File: config.mk
export PLATFORM = sky130hd
export DESIGN_NAME = elapsed_timer_bank
export DESIGN_NICKNAME = d
export VERILOG_FILES = /design/src/rtl/elapsed_timer_pkg.sv /design/src/rtl/elapsed_timer_channel.sv /design/src/rtl/elapsed_timer_bank.sv
export SDC_FILE = /design/constraint.sdc
export NUM_CORES = 1
export LEC_CHECK = 0
export BUFFER_PORTS_ARGS = -buffer_cell sky130_fd_sc_hd__buf_2
export CAP_MARGIN = 10
export CORE_ASPECT_RATIO = 0.5
export CORE_MARGIN = 4
export CORE_UTILIZATION = 25
export DETAILED_ROUTE_END_ITERATION = 8
export HOLD_SLACK_MARGIN = 0.06
export PLACE_DENSITY = 0.4
export SYNTH_ARGS = -nofsm -noshare
export SYNTH_HDL_FRONTEND = slang
export SYNTH_HIERARCHICAL = 1
export SYNTH_SLANG_ARGS = --single-unit
File: constraint.sdc
create_clock -name MCLK -period 2.3 [get_ports MCLK]
set_input_delay 0.345 -clock MCLK [delete_from_list [all_inputs] [get_ports MCLK]]
set_output_delay 0.345 -clock MCLK [all_outputs]
set_load 0.05 [all_outputs]
File: src/rtl/elapsed_timer_pkg.sv
// Shared state encoding and default sizing for the elapsed-time counter bank.
package elapsed_timer_pkg;

   typedef enum logic [1:0] {
      IDLE = 2'd0,
      RUN  = 2'd1,
      HOLD = 2'd2,
      SAT  = 2'd3
   } state_e;

   localparam int unsigned DEF_CHANNELS = 4;
   localparam int unsigned DEF_CNT_W    = 16;
   localparam int unsigned DEF_DIV_W    = 24;
   localparam int unsigned DEF_TICK_DIV = 8192;

endpackage

File: src/rtl/elapsed_timer_channel.sv
// One elapsed-time channel: control FSM, prescaler, count, sticky overflow and tick pulse.
module elapsed_timer_channel
   import elapsed_timer_pkg::*;
#(
   parameter int unsigned CNT_W     = DEF_CNT_W,
   parameter int unsigned DIV_W     = DEF_DIV_W,
   parameter int unsigned TICK_DIV  = DEF_TICK_DIV,
   parameter bit          WRAP_MODE = 1'b0
) (
   input  logic             MCLK,
   input  logic             nRESET,
   input  logic             nstart_i,
   input  logic             nstop_i,
   input  logic             nclr_i,
   output logic [CNT_W-1:0] count_o,
   output logic             ovfl_o,
   output logic             running_o,
   output logic             tick_o
);

   if (TICK_DIV < 2 || longint'(TICK_DIV) > (longint'(1) << DIV_W)) begin : g_bad_div
      $error("elapsed_timer_channel: TICK_DIV out of range for DIV_W");
   end

   localparam logic [DIV_W-1:0] PRESC_LAST = DIV_W'(TICK_DIV - 1);
   localparam logic [CNT_W-1:0] CNT_MAX    = '1;

   state_e           state_q, state_d;
   logic [DIV_W-1:0] presc_q, presc_d;
   logic [CNT_W-1:0] cnt_q, cnt_d;
   logic             ovfl_q, ovfl_d;
   logic             tick_q, tick_d;

   always_ff @(posedge MCLK) begin
      if (!nRESET) begin
         state_q <= IDLE;
         presc_q <= '0;
         cnt_q   <= '0;
         ovfl_q  <= 1'b0;
         tick_q  <= 1'b0;
      end else begin
         state_q <= state_d;
         presc_q <= presc_d;
         cnt_q   <= cnt_d;
         ovfl_q  <= ovfl_d;
         tick_q  <= tick_d;
      end
   end

   always_comb begin
      state_d = state_q;
      presc_d = presc_q;
      cnt_d   = cnt_q;
      ovfl_d  = ovfl_q;
      tick_d  = 1'b0;

      if (!nclr_i) begin
         state_d = IDLE;
         presc_d = '0;
         cnt_d   = '0;
         ovfl_d  = 1'b0;
      end else begin
         case (state_q)
            IDLE, HOLD: begin
               // A held stop outranks start, so the channel stays put until stop releases.
               if (nstop_i && !nstart_i) begin
                  state_d = RUN;
               end
            end
            RUN: begin
               if (!nstop_i) begin
                  state_d = HOLD;
               end else if (presc_q == PRESC_LAST) begin
                  if (cnt_q == CNT_MAX) begin
                     ovfl_d = 1'b1;
                     if (WRAP_MODE) begin
                        presc_d = '0;
                        cnt_d   = '0;
                        tick_d  = 1'b1;
                     end else begin
                        state_d = SAT;
                     end
                  end else begin
                     presc_d = '0;
                     cnt_d   = cnt_q + CNT_W'(1);
                     tick_d  = 1'b1;
                  end
               end else begin
                  presc_d = presc_q + DIV_W'(1);
               end
            end
            SAT: begin
               state_d = SAT;
            end
            default: begin
               state_d = IDLE;
            end
         endcase
      end
   end

   assign count_o   = cnt_q;
   assign ovfl_o    = ovfl_q;
   assign running_o = (state_q == RUN);
   assign tick_o    = tick_q;

endmodule

File: src/rtl/elapsed_timer_bank.sv
// Bank of independent elapsed-time channels with packed status outputs.
// Optional coherent snapshot register enabled by ELAPSED_TIMER_CAPTURE_EN.
module elapsed_timer_bank
   import elapsed_timer_pkg::*;
#(
   parameter int unsigned CHANNELS  = DEF_CHANNELS,
   parameter int unsigned CNT_W     = DEF_CNT_W,
   parameter int unsigned DIV_W     = DEF_DIV_W,
   parameter int unsigned TICK_DIV  = DEF_TICK_DIV,
   parameter int unsigned WRAP_MODE = 0
) (
   input  logic                      MCLK,
   input  logic                      nRESET,
   input  logic [CHANNELS-1:0]       nSTART,
   input  logic [CHANNELS-1:0]       nSTOP,
   input  logic [CHANNELS-1:0]       nCLR,
   output logic [CHANNELS*CNT_W-1:0] TIMEELAPSED,
   output logic [CHANNELS-1:0]       OVFL,
   output logic [CHANNELS-1:0]       RUNNING,
   output logic [CHANNELS-1:0]       TICK
`ifdef ELAPSED_TIMER_CAPTURE_EN
   ,
   input  logic                      nCAPTURE,
   output logic [CHANNELS*CNT_W-1:0] CAPTURED
`endif
);

   if (CHANNELS < 1 || CHANNELS > 16) begin : g_bad_channels
      $error("elapsed_timer_bank: CHANNELS must be 1..16");
   end

   for (genvar i = 0; i < CHANNELS; i++) begin : g_ch
      elapsed_timer_channel #(
         .CNT_W     (CNT_W),
         .DIV_W     (DIV_W),
         .TICK_DIV  (TICK_DIV),
         .WRAP_MODE (WRAP_MODE != 0)
      ) u_ch (
         .MCLK      (MCLK),
         .nRESET    (nRESET),
         .nstart_i  (nSTART[i]),
         .nstop_i   (nSTOP[i]),
         .nclr_i    (nCLR[i]),
         .count_o   (TIMEELAPSED[i*CNT_W +: CNT_W]),
         .ovfl_o    (OVFL[i]),
         .running_o (RUNNING[i]),
         .tick_o    (TICK[i])
      );
   end

`ifdef ELAPSED_TIMER_CAPTURE_EN
   logic                      ncap_q;
   logic [CHANNELS*CNT_W-1:0] captured_q;

   // Sampling the registered counts in the edge cycle yields pre-increment values.
   always_ff @(posedge MCLK) begin
      if (!nRESET) begin
         ncap_q     <= 1'b1;
         captured_q <= '0;
      end else begin
         ncap_q <= nCAPTURE;
         if (ncap_q && !nCAPTURE) begin
            captured_q <= TIMEELAPSED;
         end
      end
   end

   assign CAPTURED = captured_q;
`endif

endmodule

==> out/qor.yml <==
drt:
  drc_markers: 0
  route.vias.total: 9231
  route.detailed.vias_per_inst: 5.212
  routed_wirelength_mm: 27.98
  final_antenna_net_count: 0
  drtPass1Iterations: 4
  wl_per_cell_um: 15.80
  detailed_route_iter0_violations: 506
run:
  drv.max_cap_violation_count: 0
power:
  cellLeakagePower_nw: 4.632
  power_density_nw_per_um2: 530.1
  max_ir_drop_vdd_mv: 0.4363
  power_mw: 6.299
die:
  core-area_um2: 34830
  dieArea_um2: 38970
  num_io_pins: 90
  die_width_um: 275.2
  row_count: 48
  initial_core_util_pct: 25.63
  die_height_um: 141.6
clock_network:
  clk_pin_slew_ps: 70
  root_buffer: "sky130_fd_sc_hd__clkbuf_16"
  clk_path_buf_depth: 2
  clkLatencyLatePin_ps: 440
  clock_tree.htree_level_count: 4
  cts_buffers: 17
  clock-sinks: 176
  cts_tree: "yes"
sta:
  timing_max_transition_violations_final: 0
  timing.final.crit_period_ps: 2304
  fin_ws_ps: -3.611
  clock-skew-final_ps: 8.205
  timing.final.setup_violations: 2
  rsz0062_at_grt: "true"
  achievable-frequency_ghz: 0.4341
  slew_headroom_pct: 58.66
  min_period_over_period_pct: 100.2
  tightestPinTransition_ps: 617.9
  report.final.hold_viol_count: 0
  totalNegativeSetupSlack_ps: -5.462
finish:
  finalNetCount: 1305
  syn_to_final_growth_pct: 33.12
  fraction_of_layout_cells_with_a_size_suffix_above_1_pct: 26.93
  finalNonFillerCells: 1771
  diodes: 0
critical_path:
  required_time_at_the_worst_slack_endpoint_ps: 2670
  worstReg2RegEnd: "g_ch[1].u_ch/count_o[7]"
  worstSetupPathType: "flop to flop"
  critPathCaptureType: "flop"
  reg2reg_setup_slack_ps: -4
  r2r.worst_path.cells: 6
  timing.critical_path.arrival_ps: 2670
  kind_of_launch_point_of_the_worst_setup_path: "flop"
  regToRegStartpoint: "g_ch[1].u_ch/presc_q[1]"
  critical_path.max_fanout: 6
logic_synthesis:
  syn_nets: 1087
  gate_count_after_technology_mapping: 1065
  number_of_synthesized_flops_with_an_enable_pin: 0
  yosys_warnings: 6
  dominantRegCellSynth: "sky130_fd_sc_hd__dfxtp_1"
  avgSynthCellArea_um2: 8.381
  post_synth_num_cell_types: 58
  proportion_of_synthesized_flip_flops_having_asynchronous_set_or_reset_pct: 0
  synth_seq_area_share_pct: 39.47
  postSynthRegisterBits: 176
  synth.cell_area_um2: 8926
global_route:
  grt_overflow_total: 0
  first_global_vias: 8729
  grt_start_max_net_pins: 25
  gr-usage-all-layers_pct: 14.08
  wire_length_of_the_first_global_routing_pass_mm: 45.10
  grt_antenna_before_repair: 1
place:
  globalplace.congestion: 0.8205
  place.detailed.instances: 1733
  hpwlAfterDp_mm: 19.73
  portBuffers: 89
worst_hold_path:
  hold_start: "nSTART[2]"
  hold_path_depth: 3
  sink_of_the_worst_hold_path: "g_ch[2].u_ch/state_q[0]"
  worstHoldPathType: "primary input to flop"
run_status:
  failing_checks: "setup timing"
  run_status: "complete, but fails checks"
synthesized netlist by cell type (all sizes together) (4+ instances only):
master  instances  area share (%)
dfxtp         176              39
nand3          83             4.8
a21oi          71             4.0
nand2          66             2.8
o21ai          65             3.6
nor2           61             2.6
nand4          55             4.3
and3           47             3.3
nor3           41             2.4
or3            41             2.9
nor4           40             3.1
a211o          36             3.5
clkbuf         33             1.4
or4            31             2.9
a31oi          23             1.6
o31ai          22             1.9
inv            16            0.67
a22o           15             1.5
xnor2          14             1.4
and2           13            0.91
mux2i           9             1.0
a221o           8            0.90
buf             8            0.62
ha              8             1.1
nand2b          8            0.56
nor3b           8            0.67
o211ai          8            0.67
and4            7            0.69
a21boi          6            0.50
o211a           6            0.67
nand3b          5            0.42
nor2b           5            0.35
or2             4            0.28
where the power goes:
group          total (mW)  leakage (nW)  switching [mW]  internal (mW)
Clock                3.09         0.291            1.34           1.75
Combinational       0.164          2.91           0.109         0.0546
Sequential           3.05          1.43         0.00344           3.04
layer usage:
metal,routed length (µm),track usage [%],vias up
li1,-,-,4608
met1,13490,18.20,4464
met2,13360,24.41,139
met3,814,2.399,20
met4,315,3.821,0
met5,0,0,-
cell families after synthesis:
logic type	after synthesis	share of synthesized area, %
simple gates	522	33.57
xor+xnor	17	1.668
fa+ha+maj	8	1.121
compound gates	276	20.48
buf+inv	57	2.677
flops	176	39.47
mux	9	1.009
worst max-delay path, stage by stage (launching register included):
cell                      delay, ps
sky130_fd_sc_hd__dfxtp_4        370
sky130_fd_sc_hd__ha_4           130
sky130_fd_sc_hd__nand2_2         50
sky130_fd_sc_hd__or4_4          530
sky130_fd_sc_hd__or4_4          610
sky130_fd_sc_hd__or4_1          420
sky130_fd_sc_hd__a21oi_1        130
how the worst max path moves through the flow:
stage / startpoint / to / slack [ps] / depth (start not counted)
floorplan: g_ch[3].u_ch/count_o[0] / g_ch[3].u_ch/presc_q[1] / 2 / 7
global placement: g_ch[1].u_ch/presc_q[1] / g_ch[1].u_ch/count_o[7] / -3 / 6
detailed placement: g_ch[1].u_ch/presc_q[9] / g_ch[1].u_ch/count_o[7] / -10 / 5
CTS: g_ch[2].u_ch/presc_q[1] / g_ch[2].u_ch/count_o[7] / 30 / 6
global route: g_ch[1].u_ch/presc_q[1] / g_ch[1].u_ch/count_o[6] / -60 / 6
finish: g_ch[1].u_ch/presc_q[1] / g_ch[1].u_ch/count_o[7] / -4 / 6
layout make-up:
cell class | instances | area (µm²)
sequential | 176 | 3565
multi-input combinational | 835 | 5415
clock buffer | 20 | 446.7
tap | 475 | 594.3
inverter | 16 | 60.06
timing repair buffer | 237 | 1644
clock inverter | 12 | 157.7
fill | 3632 | 22950
stage by stage:
step,utilization [%],setup WS [ps],hold WS [ps],area (µm²)
2_1_floorplan,-,2.018,444.4,9027
3_3_place_gp,31.75,-2.525,456.8,11060
3_5_place_dp,31.75,-11.66,462.8,11060
4_1_cts,33.56,27.09,173.0,11690
5_1_grt,34.11,-62.64,195.1,11880
6_report,34.11,-3.611,200.8,11880
flip-flops by register name, indices dropped and copies added (netlist names):
name,count
g_ch.u_ch/tick_o,4
g_ch.u_ch/ovfl_o,4
g_ch.u_ch/presc_q,96
g_ch.u_ch/count_o,64
g_ch.u_ch/state_q,8
placed cells by master, fill, tap and decap left out, types with 9 or more instances in the layout:
| cell type | Yosys | final |
|---|---|---|
| sky130_fd_sc_hd__a21oi_1 | 70 | 62 |
| sky130_fd_sc_hd__dfxtp_1 | 176 | 155 |
| sky130_fd_sc_hd__dfxtp_2 | 0 | 15 |
| sky130_fd_sc_hd__or3_1 | 41 | 35 |
| sky130_fd_sc_hd__inv_1 | 16 | 16 |
| sky130_fd_sc_hd__a21oi_2 | 1 | 9 |
| sky130_fd_sc_hd__or4_1 | 24 | 22 |
| sky130_fd_sc_hd__nand4_1 | 50 | 50 |
| sky130_fd_sc_hd__o31ai_1 | 22 | 22 |
| sky130_fd_sc_hd__xnor2_1 | 14 | 14 |
| sky130_fd_sc_hd__a31oi_1 | 23 | 23 |
| sky130_fd_sc_hd__mux2i_1 | 9 | 9 |
| sky130_fd_sc_hd__nor2_1 | 61 | 61 |
| sky130_fd_sc_hd__a211o_1 | 36 | 36 |
| sky130_fd_sc_hd__buf_2 | 2 | 89 |
| sky130_fd_sc_hd__o21ai_0 | 61 | 60 |
| sky130_fd_sc_hd__nor4_2 | 2 | 10 |
| sky130_fd_sc_hd__a22o_1 | 15 | 15 |
| sky130_fd_sc_hd__and3_1 | 47 | 47 |
| sky130_fd_sc_hd__nand2_1 | 66 | 65 |
| sky130_fd_sc_hd__buf_4 | 0 | 141 |
| sky130_fd_sc_hd__or4_4 | 7 | 12 |
| sky130_fd_sc_hd__nor3_1 | 40 | 40 |
| sky130_fd_sc_hd__clkbuf_16 | 0 | 17 |
| sky130_fd_sc_hd__nand3_1 | 80 | 80 |
| sky130_fd_sc_hd__and2_1 | 10 | 10 |
| sky130_fd_sc_hd__nor4_1 | 37 | 26 |
timing repair:
action,in CTS,in global routing
resized for setup,4,31
gates cloned,0,3
endpoints found under the setup margin,5,35
hold buffers,0,0
buffers inserted,0,3
pin swaps,3,12
Power figures use the tool's default switching activity.
